===== src/rtl/adr_decode_stage_pkg.sv =====
// Shared types for the decode stage: operation classes, opcode constants and
// the immediate-format selector used by the immediate generator.
package adr_decode_stage_pkg;

  typedef enum logic [5:0] {
    OPT_NOP     = 6'd0,
    OPT_R_ALU   = 6'd1,
    OPT_I_ALU   = 6'd2,
    OPT_LOAD    = 6'd3,
    OPT_STORE   = 6'd4,
    OPT_BRANCH  = 6'd5,
    OPT_JAL     = 6'd6,
    OPT_JALR    = 6'd7,
    OPT_LUI     = 6'd8,
    OPT_AUIPC   = 6'd9,
    OPT_FENCE   = 6'd10,
    OPT_SYSTEM  = 6'd11,
    OPT_ILLEGAL = 6'd12
  } adr_optype_e;

  typedef enum logic [2:0] {
    IMM_NONE = 3'd0,
    IMM_I    = 3'd1,
    IMM_S    = 3'd2,
    IMM_B    = 3'd3,
    IMM_U    = 3'd4,
    IMM_J    = 3'd5
  } imm_fmt_e;

  localparam logic [6:0] OPC_OP     = 7'b0110011;
  localparam logic [6:0] OPC_OP_IMM = 7'b0010011;
  localparam logic [6:0] OPC_LOAD   = 7'b0000011;
  localparam logic [6:0] OPC_STORE  = 7'b0100011;
  localparam logic [6:0] OPC_BRANCH = 7'b1100011;
  localparam logic [6:0] OPC_JAL    = 7'b1101111;
  localparam logic [6:0] OPC_JALR   = 7'b1100111;
  localparam logic [6:0] OPC_LUI    = 7'b0110111;
  localparam logic [6:0] OPC_AUIPC  = 7'b0010111;
  localparam logic [6:0] OPC_FENCE  = 7'b0001111;
  localparam logic [6:0] OPC_SYSTEM = 7'b1110011;

  function automatic imm_fmt_e imm_fmt_of(input adr_optype_e opt);
    imm_fmt_e fmt;
    case (opt)
      OPT_I_ALU, OPT_LOAD, OPT_JALR, OPT_SYSTEM: fmt = IMM_I;
      OPT_STORE:                                 fmt = IMM_S;
      OPT_BRANCH:                                fmt = IMM_B;
      OPT_LUI, OPT_AUIPC:                        fmt = IMM_U;
      OPT_JAL:                                   fmt = IMM_J;
      default:                                   fmt = IMM_NONE;
    endcase
    return fmt;
  endfunction

endpackage


===== src/rtl/adr_decode_stage_imm_gen.sv =====
// Combinational immediate generator: picks the RV32 immediate layout selected
// by fmt and sign-extends the 32-bit result to XLEN.
module adr_imm_gen
  import adr_decode_stage_pkg::*;
#(
  parameter int XLEN = 32
) (
  input  logic [31:0]     inst,
  input  imm_fmt_e        fmt,
  output logic [XLEN-1:0] imm
);

  logic [31:0] imm32;

  always_comb begin
    imm32 = '0;
    case (fmt)
      IMM_I:   imm32 = {{21{inst[31]}}, inst[30:20]};
      IMM_S:   imm32 = {{21{inst[31]}}, inst[30:25], inst[11:7]};
      IMM_B:   imm32 = {{20{inst[31]}}, inst[7], inst[30:25], inst[11:8], 1'b0};
      IMM_U:   imm32 = {inst[31:12], 12'b0};
      IMM_J:   imm32 = {{12{inst[31]}}, inst[19:12], inst[20], inst[30:21], 1'b0};
      default: imm32 = '0;
    endcase
  end

  assign imm = XLEN'($signed(imm32));

endmodule


===== src/rtl/adr_decode_stage.sv =====
// RV32I/E decode stage: classifies the instruction, builds its immediate and
// holds the result in a single valid/ready pipeline slot.
module adr_decode_stage
  import adr_decode_stage_pkg::*;
#(
  parameter int XLEN         = 32,
  parameter int PC_LEN       = 32,
  parameter int INST_LEN     = 32,
  parameter int REG_ADDR_LEN = 5,
  parameter int NUM_REGS     = 32
) (
  input  logic                    clk,
  input  logic                    reset,
  input  logic                    flush_i,
  input  logic                    if_de_valid_i,
  output logic                    if_de_ready_o,
  input  logic [INST_LEN-1:0]     if_de_inst_i,
  input  logic [PC_LEN-1:0]       if_de_pc_i,
  output logic [REG_ADDR_LEN-1:0] de_regfile_addr_a_o,
  output logic [REG_ADDR_LEN-1:0] de_regfile_addr_b_o,
  input  logic [XLEN-1:0]         regfile_de_data_a_i,
  input  logic [XLEN-1:0]         regfile_de_data_b_i,
  output logic                    de_ex_valid_o,
  input  logic                    de_ex_ready_i,
  output logic [5:0]              de_ex_optype_o,
  output logic [2:0]              de_ex_funct3_o,
  output logic [6:0]              de_ex_funct7_o,
  output logic [REG_ADDR_LEN-1:0] de_ex_rd_o,
  output logic [XLEN-1:0]         de_ex_data_a_o,
  output logic [XLEN-1:0]         de_ex_data_b_o,
  output logic [XLEN-1:0]         de_ex_data_imm_o,
  output logic [PC_LEN-1:0]       de_ex_pc_o,
  output logic                    de_ex_illegal_o
);

  // Handshake: a transfer happens on an edge where valid && ready. The slot
  // accepts when empty or when execute drains it in the same cycle.
  logic [31:0]     inst;
  logic [6:0]      opcode;
  logic [4:0]      rs1;
  logic [4:0]      rs2;
  logic [4:0]      rd;
  adr_optype_e     opt_base;
  adr_optype_e     opt_dec;
  adr_optype_e     optype_q;
  logic            use_rs1;
  logic            use_rs2;
  logic            use_rd;
  logic            reg_bad;
  logic            load;
  imm_fmt_e        fmt;
  logic [XLEN-1:0] imm;

  assign inst   = if_de_inst_i[31:0];
  assign opcode = inst[6:0];
  assign rs1    = inst[19:15];
  assign rs2    = inst[24:20];
  assign rd     = inst[11:7];

  assign de_regfile_addr_a_o = REG_ADDR_LEN'(rs1);
  assign de_regfile_addr_b_o = REG_ADDR_LEN'(rs2);

  always_comb begin
    opt_base = OPT_ILLEGAL;
    case (opcode)
      OPC_OP:     opt_base = OPT_R_ALU;
      OPC_OP_IMM: opt_base = OPT_I_ALU;
      OPC_LOAD:   opt_base = OPT_LOAD;
      OPC_STORE:  opt_base = OPT_STORE;
      OPC_BRANCH: opt_base = OPT_BRANCH;
      OPC_JAL:    opt_base = OPT_JAL;
      OPC_JALR:   opt_base = OPT_JALR;
      OPC_LUI:    opt_base = OPT_LUI;
      OPC_AUIPC:  opt_base = OPT_AUIPC;
      OPC_FENCE:  opt_base = OPT_FENCE;
      OPC_SYSTEM: opt_base = OPT_SYSTEM;
      default:    opt_base = OPT_ILLEGAL;
    endcase
  end

  // FENCE and SYSTEM carry rs1/rd fields in I-type position; they count as used.
  always_comb begin
    use_rs1 = 1'b0;
    use_rs2 = 1'b0;
    use_rd  = 1'b0;
    case (opt_base)
      OPT_R_ALU: begin
        use_rs1 = 1'b1;
        use_rs2 = 1'b1;
        use_rd  = 1'b1;
      end
      OPT_I_ALU, OPT_LOAD, OPT_JALR, OPT_FENCE, OPT_SYSTEM: begin
        use_rs1 = 1'b1;
        use_rd  = 1'b1;
      end
      OPT_STORE, OPT_BRANCH: begin
        use_rs1 = 1'b1;
        use_rs2 = 1'b1;
      end
      OPT_JAL, OPT_LUI, OPT_AUIPC: use_rd = 1'b1;
      default: ;
    endcase
  end

  assign reg_bad = (use_rs1 && (int'(rs1) >= NUM_REGS)) ||
                   (use_rs2 && (int'(rs2) >= NUM_REGS)) ||
                   (use_rd  && (int'(rd)  >= NUM_REGS));

  assign opt_dec = (reg_bad || (inst[1:0] != 2'b11)) ? OPT_ILLEGAL : opt_base;
  assign fmt     = imm_fmt_of(opt_dec);

  adr_imm_gen #(.XLEN(XLEN)) u_imm_gen (
    .inst (inst),
    .fmt  (fmt),
    .imm  (imm)
  );

  assign if_de_ready_o = !de_ex_valid_o || de_ex_ready_i;
  assign load          = if_de_valid_i && if_de_ready_o;

  always_ff @(posedge clk) begin
    if (reset) begin
      de_ex_valid_o    <= 1'b0;
      optype_q         <= OPT_NOP;
      de_ex_funct3_o   <= '0;
      de_ex_funct7_o   <= '0;
      de_ex_rd_o       <= '0;
      de_ex_data_a_o   <= '0;
      de_ex_data_b_o   <= '0;
      de_ex_data_imm_o <= '0;
      de_ex_pc_o       <= '0;
    end else if (flush_i) begin
      de_ex_valid_o <= 1'b0;
    end else if (load) begin
      de_ex_valid_o    <= 1'b1;
      optype_q         <= opt_dec;
      de_ex_funct3_o   <= inst[14:12];
      de_ex_funct7_o   <= inst[31:25];
      de_ex_rd_o       <= REG_ADDR_LEN'(rd);
      de_ex_data_a_o   <= regfile_de_data_a_i;
      de_ex_data_b_o   <= regfile_de_data_b_i;
      de_ex_data_imm_o <= imm;
      de_ex_pc_o       <= if_de_pc_i;
    end else if (de_ex_ready_i) begin
      de_ex_valid_o <= 1'b0;
    end
  end

  assign de_ex_optype_o  = optype_q;
  assign de_ex_illegal_o = (optype_q == OPT_ILLEGAL);

endmodule


===== config.mk =====
export PLATFORM = sky130hd
export DESIGN_NAME = adr_decode_stage
export DESIGN_NICKNAME = d
export VERILOG_FILES = /design/src/rtl/adr_decode_stage_pkg.sv /design/src/rtl/adr_decode_stage_imm_gen.sv /design/src/rtl/adr_decode_stage.sv
export SDC_FILE = /design/constraint.sdc
export NUM_CORES = 1
export LEC_CHECK = 0
export BUFFER_PORTS_ARGS = -buffer_cell sky130_fd_sc_hd__buf_2
export CAP_MARGIN = 0
export CORE_MARGIN = 10
export CORE_UTILIZATION = 45
export DETAILED_ROUTE_END_ITERATION = 12
export HOLD_SLACK_MARGIN = 0.03
export PLACE_DENSITY = 0.87
export SLEW_MARGIN = 25
export SYNTH_ARGS = -nofsm -noshare
export SYNTH_HDL_FRONTEND = slang
export SYNTH_SLANG_ARGS = --single-unit

===== constraint.sdc =====
create_clock -name clk -period 1.6 [get_ports clk]
set_input_delay 0.16 -clock clk [delete_from_list [all_inputs] [get_ports clk]]
set_output_delay 0.16 -clock clk [all_outputs]
set_load 0.03 [all_outputs]

==> metrics.csv <==
stage,metric,value,unit
status,status,completed,
timing,worst-margin pin slew,0.828,ns
final_layout,Layout Nets,1213,
synth,synth unique cells,47,
worst_setup_path,nature of the critical path startpoint,input pin,
routing,Avg WL per Cell,19.2,um
global_route,vias in the first global route,6876,
run,max_cap viols,0,
timing,Slew Limit Headroom,0.448,
power,worst supply voltage drop on vdd,0.979,mV
final_layout,post-route core utilization,0.741,
clock_tree,maximum level of the CTS H-tree,4,
placed_design,cell total after placement,1111,
floorplanning,Die Outline Area,0.0175,sq mm
synth,most used flip-flop cell after synthesis,sky130_fd_sc_hd__dfxtp_1,
synth,post-synthesis instance total,692,
power,total power after layout,8940,uW
power,total power density per cell area,991,mW/mm^2
global_route,grt ovf,0,
clock_tree,clock-pin slew of the registers on the worst-case setup and hold paths,0.06,ns
synth,proportion of synthesized chip area in sequential cells,0.523,
hold_path,min-delay worst type,input pin to flop,
clock_tree,number of CTS-inserted buffers,17,
routing,number of iterations in the first detailed-routing pass,5,
timing,setup repair after global routing missed its margin,false,
global_route,initial antenna violation count,8,
synth,syn_area_per_cell,8.18,sq um
timing,final clock period utilization by the worst path,0.955,
clock_tree,clock latency of the later-clocked register in the worst-skew pair,0.43,ns
synth,largest cells by area after synthesis,"sky130_fd_sc_hd__dfxtp_1 52%, sky130_fd_sc_hd__nand2_1 15%, sky130_fd_sc_hd__a21oi_1 10%, sky130_fd_sc_hd__clkbuf_1 2.5%, sky130_fd_sc_hd__a221o_1 2.3%",
floorplanning,area of the core,0.0122,sq mm
timing,timing-limited maximum frequency,0.655,GHz
worst_setup_path,kind of critical path,input pin to flop,
floorplanning,starting utilization of the core area,0.465,
routing,Routed WL,24.3,mm
worst_setup_path,element type at the critical path end,flop,
timing,clock skew after layout,0.00919,ns
synth,Yosys top cell area share,0.523,
timing,final hold vios,0,
final_layout,fraction of final layout cells sized beyond drive strength 1,0.327,
placed_design,number of buffers inserted by port buffering,292,
floorplanning,row count,40,
final_layout,final non-filler cell area,0.00901,sq mm
global_route,total global-route track usage,0.265,
routing,number of nets with antenna violations after routing,0,
routing,total vias in the final route,6693,
global_route,global-route wire length before repair,37.2,mm
clock_tree,CTS tree,done,
clock_tree,Clock Sink Count,148,
worst_setup_path,arrival time worst endpoint,1.86,ns
worst_setup_path,maximum fanout along the worst path,68,
worst_setup_path,required time at the endpoint of the critical path,1.94,ns
floorplanning,count of pins on the block boundary,295,
synth,cell taking the most area after synthesis,sky130_fd_sc_hd__dfxtp_1,
floorplanning,die height,132,um
synth,cell area after synthesis,0.00566,sq mm
timing,crit path time final,1.53,ns
clock_tree,Max Root-Sink Buffers,2,
synth,proportion of synthesized flip-flops having asynchronous set or reset,0,
timing,number of setup violations in the final report,0,
routing,1st-iter DRT viols,654,
placed_design,Routability Congestion,0.900,
clock_tree,Root Driver,sky130_fd_sc_hd__clkbuf_16,
routing,drt via density,5.29,
power,Leakage Power,0.00413,uW
timing,Final Max Slew Viols,0,
synth,number of synthesis warnings,0,
routing,number of remaining DRC errors,0,
synth,number of synthesized flops with an enable pin,0,
final_layout,"Area growth, synth to finish",59.3,%
synth,number of synthesized register bits,148,
placed_design,dpl cell area,0.00729,sq mm
final_layout,Post-Layout Cell Count,1266,
floorplanning,chip width,132,um
placed_design,DPL Wire Length,14.7,mm
global_route,pin count of the biggest net entering global routing,80,
stage by stage:
stage	TNS, ns	hold WS, ns	setup slack (ns)
5_1_grt	0	0.0482	0.00685
3_5_place_dp	-0.867	0.368	-0.113
6_report	0	0.0492	0.0724
2_1_floorplan	0	0.232	0.00203
4_1_cts	0	0.0367	0.0161
3_3_place_gp	-0.417	0.354	-0.0536
what timing repair did:
item	in CTS	in global routing
resized for setup	3	2
buffers inserted	2	0
hold buffers	116	0
setup endpoints to repair	12	15
pin swaps	3	0
hold endpoints to repair	119	0
worst paths after layout:
| kind | end | slack, ns | cells past startpoint | start |
|---|---|---|---|---|
| worst max-delay path | de_ex_data_b_o[19]$_SDFFE_PP0P_ | 0.07 | 7 | flush_i |
| worst min-delay path | de_ex_funct7_o[3]$_SDFFE_PP0P_ | 0.05 | 3 | if_de_inst_i[28] |
| worst max register to register | de_ex_data_imm_o[18]$_SDFFE_PP0P_ | 0.08 | 7 | de_ex_valid_o$_SDFFE_PP0P_ |
| worst min register to register | de_ex_data_a_o[31]$_SDFFE_PP0P_ | 0.45 | 2 | de_ex_data_a_o[31]$_SDFFE_PP0P_ |
logic make-up after synthesis:
logic type,synth area share
AND/OR/NAND/NOR,0.214
AO/OA/AOI/OAI,0.197
flip-flops,0.523
buffers and inverters,0.0592
multiplexers,0.00354
XOR/XNOR,0.00155
other,0.000662
report_power, final:
| part | internal, uW | total, uW | switching (uW) | leakage, uW |
|---|---|---|---|---|
| clock network | 2100 | 3560 | 1460 | 0.000251 |
| registers | 3820 | 3900 | 71.9 | 0.00121 |
| logic | 583 | 1480 | 897 | 0.00267 |
| total | 6510 | 8940 | 2430 | 0.00413 |
registers in the layout, summed over array words and instances (netlist names):
register          count
de_ex_data_b_o       32
de_ex_data_a_o       32
de_ex_valid_o         1
de_ex_optype_o        4
de_ex_rd_o            5
de_ex_funct7_o        7
de_ex_funct3_o        3
de_ex_pc_o           32
de_ex_data_imm_o     32
metal layers:
| metal | global-route usage | wire length, um | vias to the layer above |
|---|---|---|---|
| met5 | 0 | 0 | - |
| met4 | 0.192 | 1420 | 0 |
| met3 | 0.0930 | 2430 | 95 |
| met2 | 0.449 | 12100 | 436 |
| met1 | 0.264 | 8390 | 3060 |
| li1 | - | - | 3102 |
worst max-delay path, stage by stage:
cell and delay [ns]:
sky130_fd_sc_hd__dlygate4sd3_1 0.54, sky130_fd_sc_hd__buf_2 0.14, sky130_fd_sc_hd__nand2b_1 0.19, sky130_fd_sc_hd__nor2_4 0.17, sky130_fd_sc_hd__buf_12 0.28, sky130_fd_sc_hd__nand2_1 0.14
sky130_fd_sc_hd__a21oi_2 0.18
layout by cell type (no fill, tap or decap), types with 6 or more instances in the layout:
master	n
sky130_fd_sc_hd__buf_2	291
sky130_fd_sc_hd__nand2_1	227
sky130_fd_sc_hd__dfxtp_1	147
sky130_fd_sc_hd__a21oi_1	116
sky130_fd_sc_hd__dlygate4sd3_1	116
sky130_fd_sc_hd__buf_4	22
sky130_fd_sc_hd__clkbuf_16	17
sky130_fd_sc_hd__o21ai_0	14
sky130_fd_sc_hd__a22o_1	13
sky130_fd_sc_hd__a221o_1	13
sky130_fd_sc_hd__nor2_1	12
sky130_fd_sc_hd__nand3_1	12
sky130_fd_sc_hd__diode_2	8
sky130_fd_sc_hd__and2_1	6
sky130_fd_sc_hd__a32oi_1	6
sky130_fd_sc_hd__clkbuf_1	6
synth_stat cells (2+ instances only):
library cell / number
sky130_fd_sc_hd__nor3_1: 4
sky130_fd_sc_hd__clkbuf_1: 38
sky130_fd_sc_hd__a211oi_1: 3
sky130_fd_sc_hd__a221o_1: 13
sky130_fd_sc_hd__nand2b_1: 2
sky130_fd_sc_hd__a21oi_1: 118
sky130_fd_sc_hd__and2_1: 6
sky130_fd_sc_hd__or3_1: 3
sky130_fd_sc_hd__nor2_1: 13
sky130_fd_sc_hd__mux2i_1: 2
sky130_fd_sc_hd__inv_1: 3
sky130_fd_sc_hd__nand2_1: 228
sky130_fd_sc_hd__nor2b_1: 6
sky130_fd_sc_hd__a22o_1: 13
sky130_fd_sc_hd__nand4_1: 2
sky130_fd_sc_hd__buf_4: 14
sky130_fd_sc_hd__o21ai_0: 14
sky130_fd_sc_hd__nand3b_1: 4
sky130_fd_sc_hd__nor3_2: 2
sky130_fd_sc_hd__nand3_1: 12
sky130_fd_sc_hd__buf_2: 13
sky130_fd_sc_hd__nor3b_1: 2
sky130_fd_sc_hd__dfxtp_1: 148
sky130_fd_sc_hd__a32oi_1: 6
final cells by class:
| class | instances | area, sq um |
|---|---|---|
| Antenna cell | 8 | 20.0 |
| Clock inverter | 6 | 58.8 |
| Sequential cell | 148 | 2960 |
| Clock buffer | 23 | 448 |
| Tap cell | 168 | 210 |
| Inverter | 3 | 11.3 |
| Timing Repair Buffer | 434 | 2880 |
| Fill cell | 798 | 3150 |
| Multi-Input combinational cell | 476 | 2420 |
Note: power is estimated with default switching activity, not from simulation.
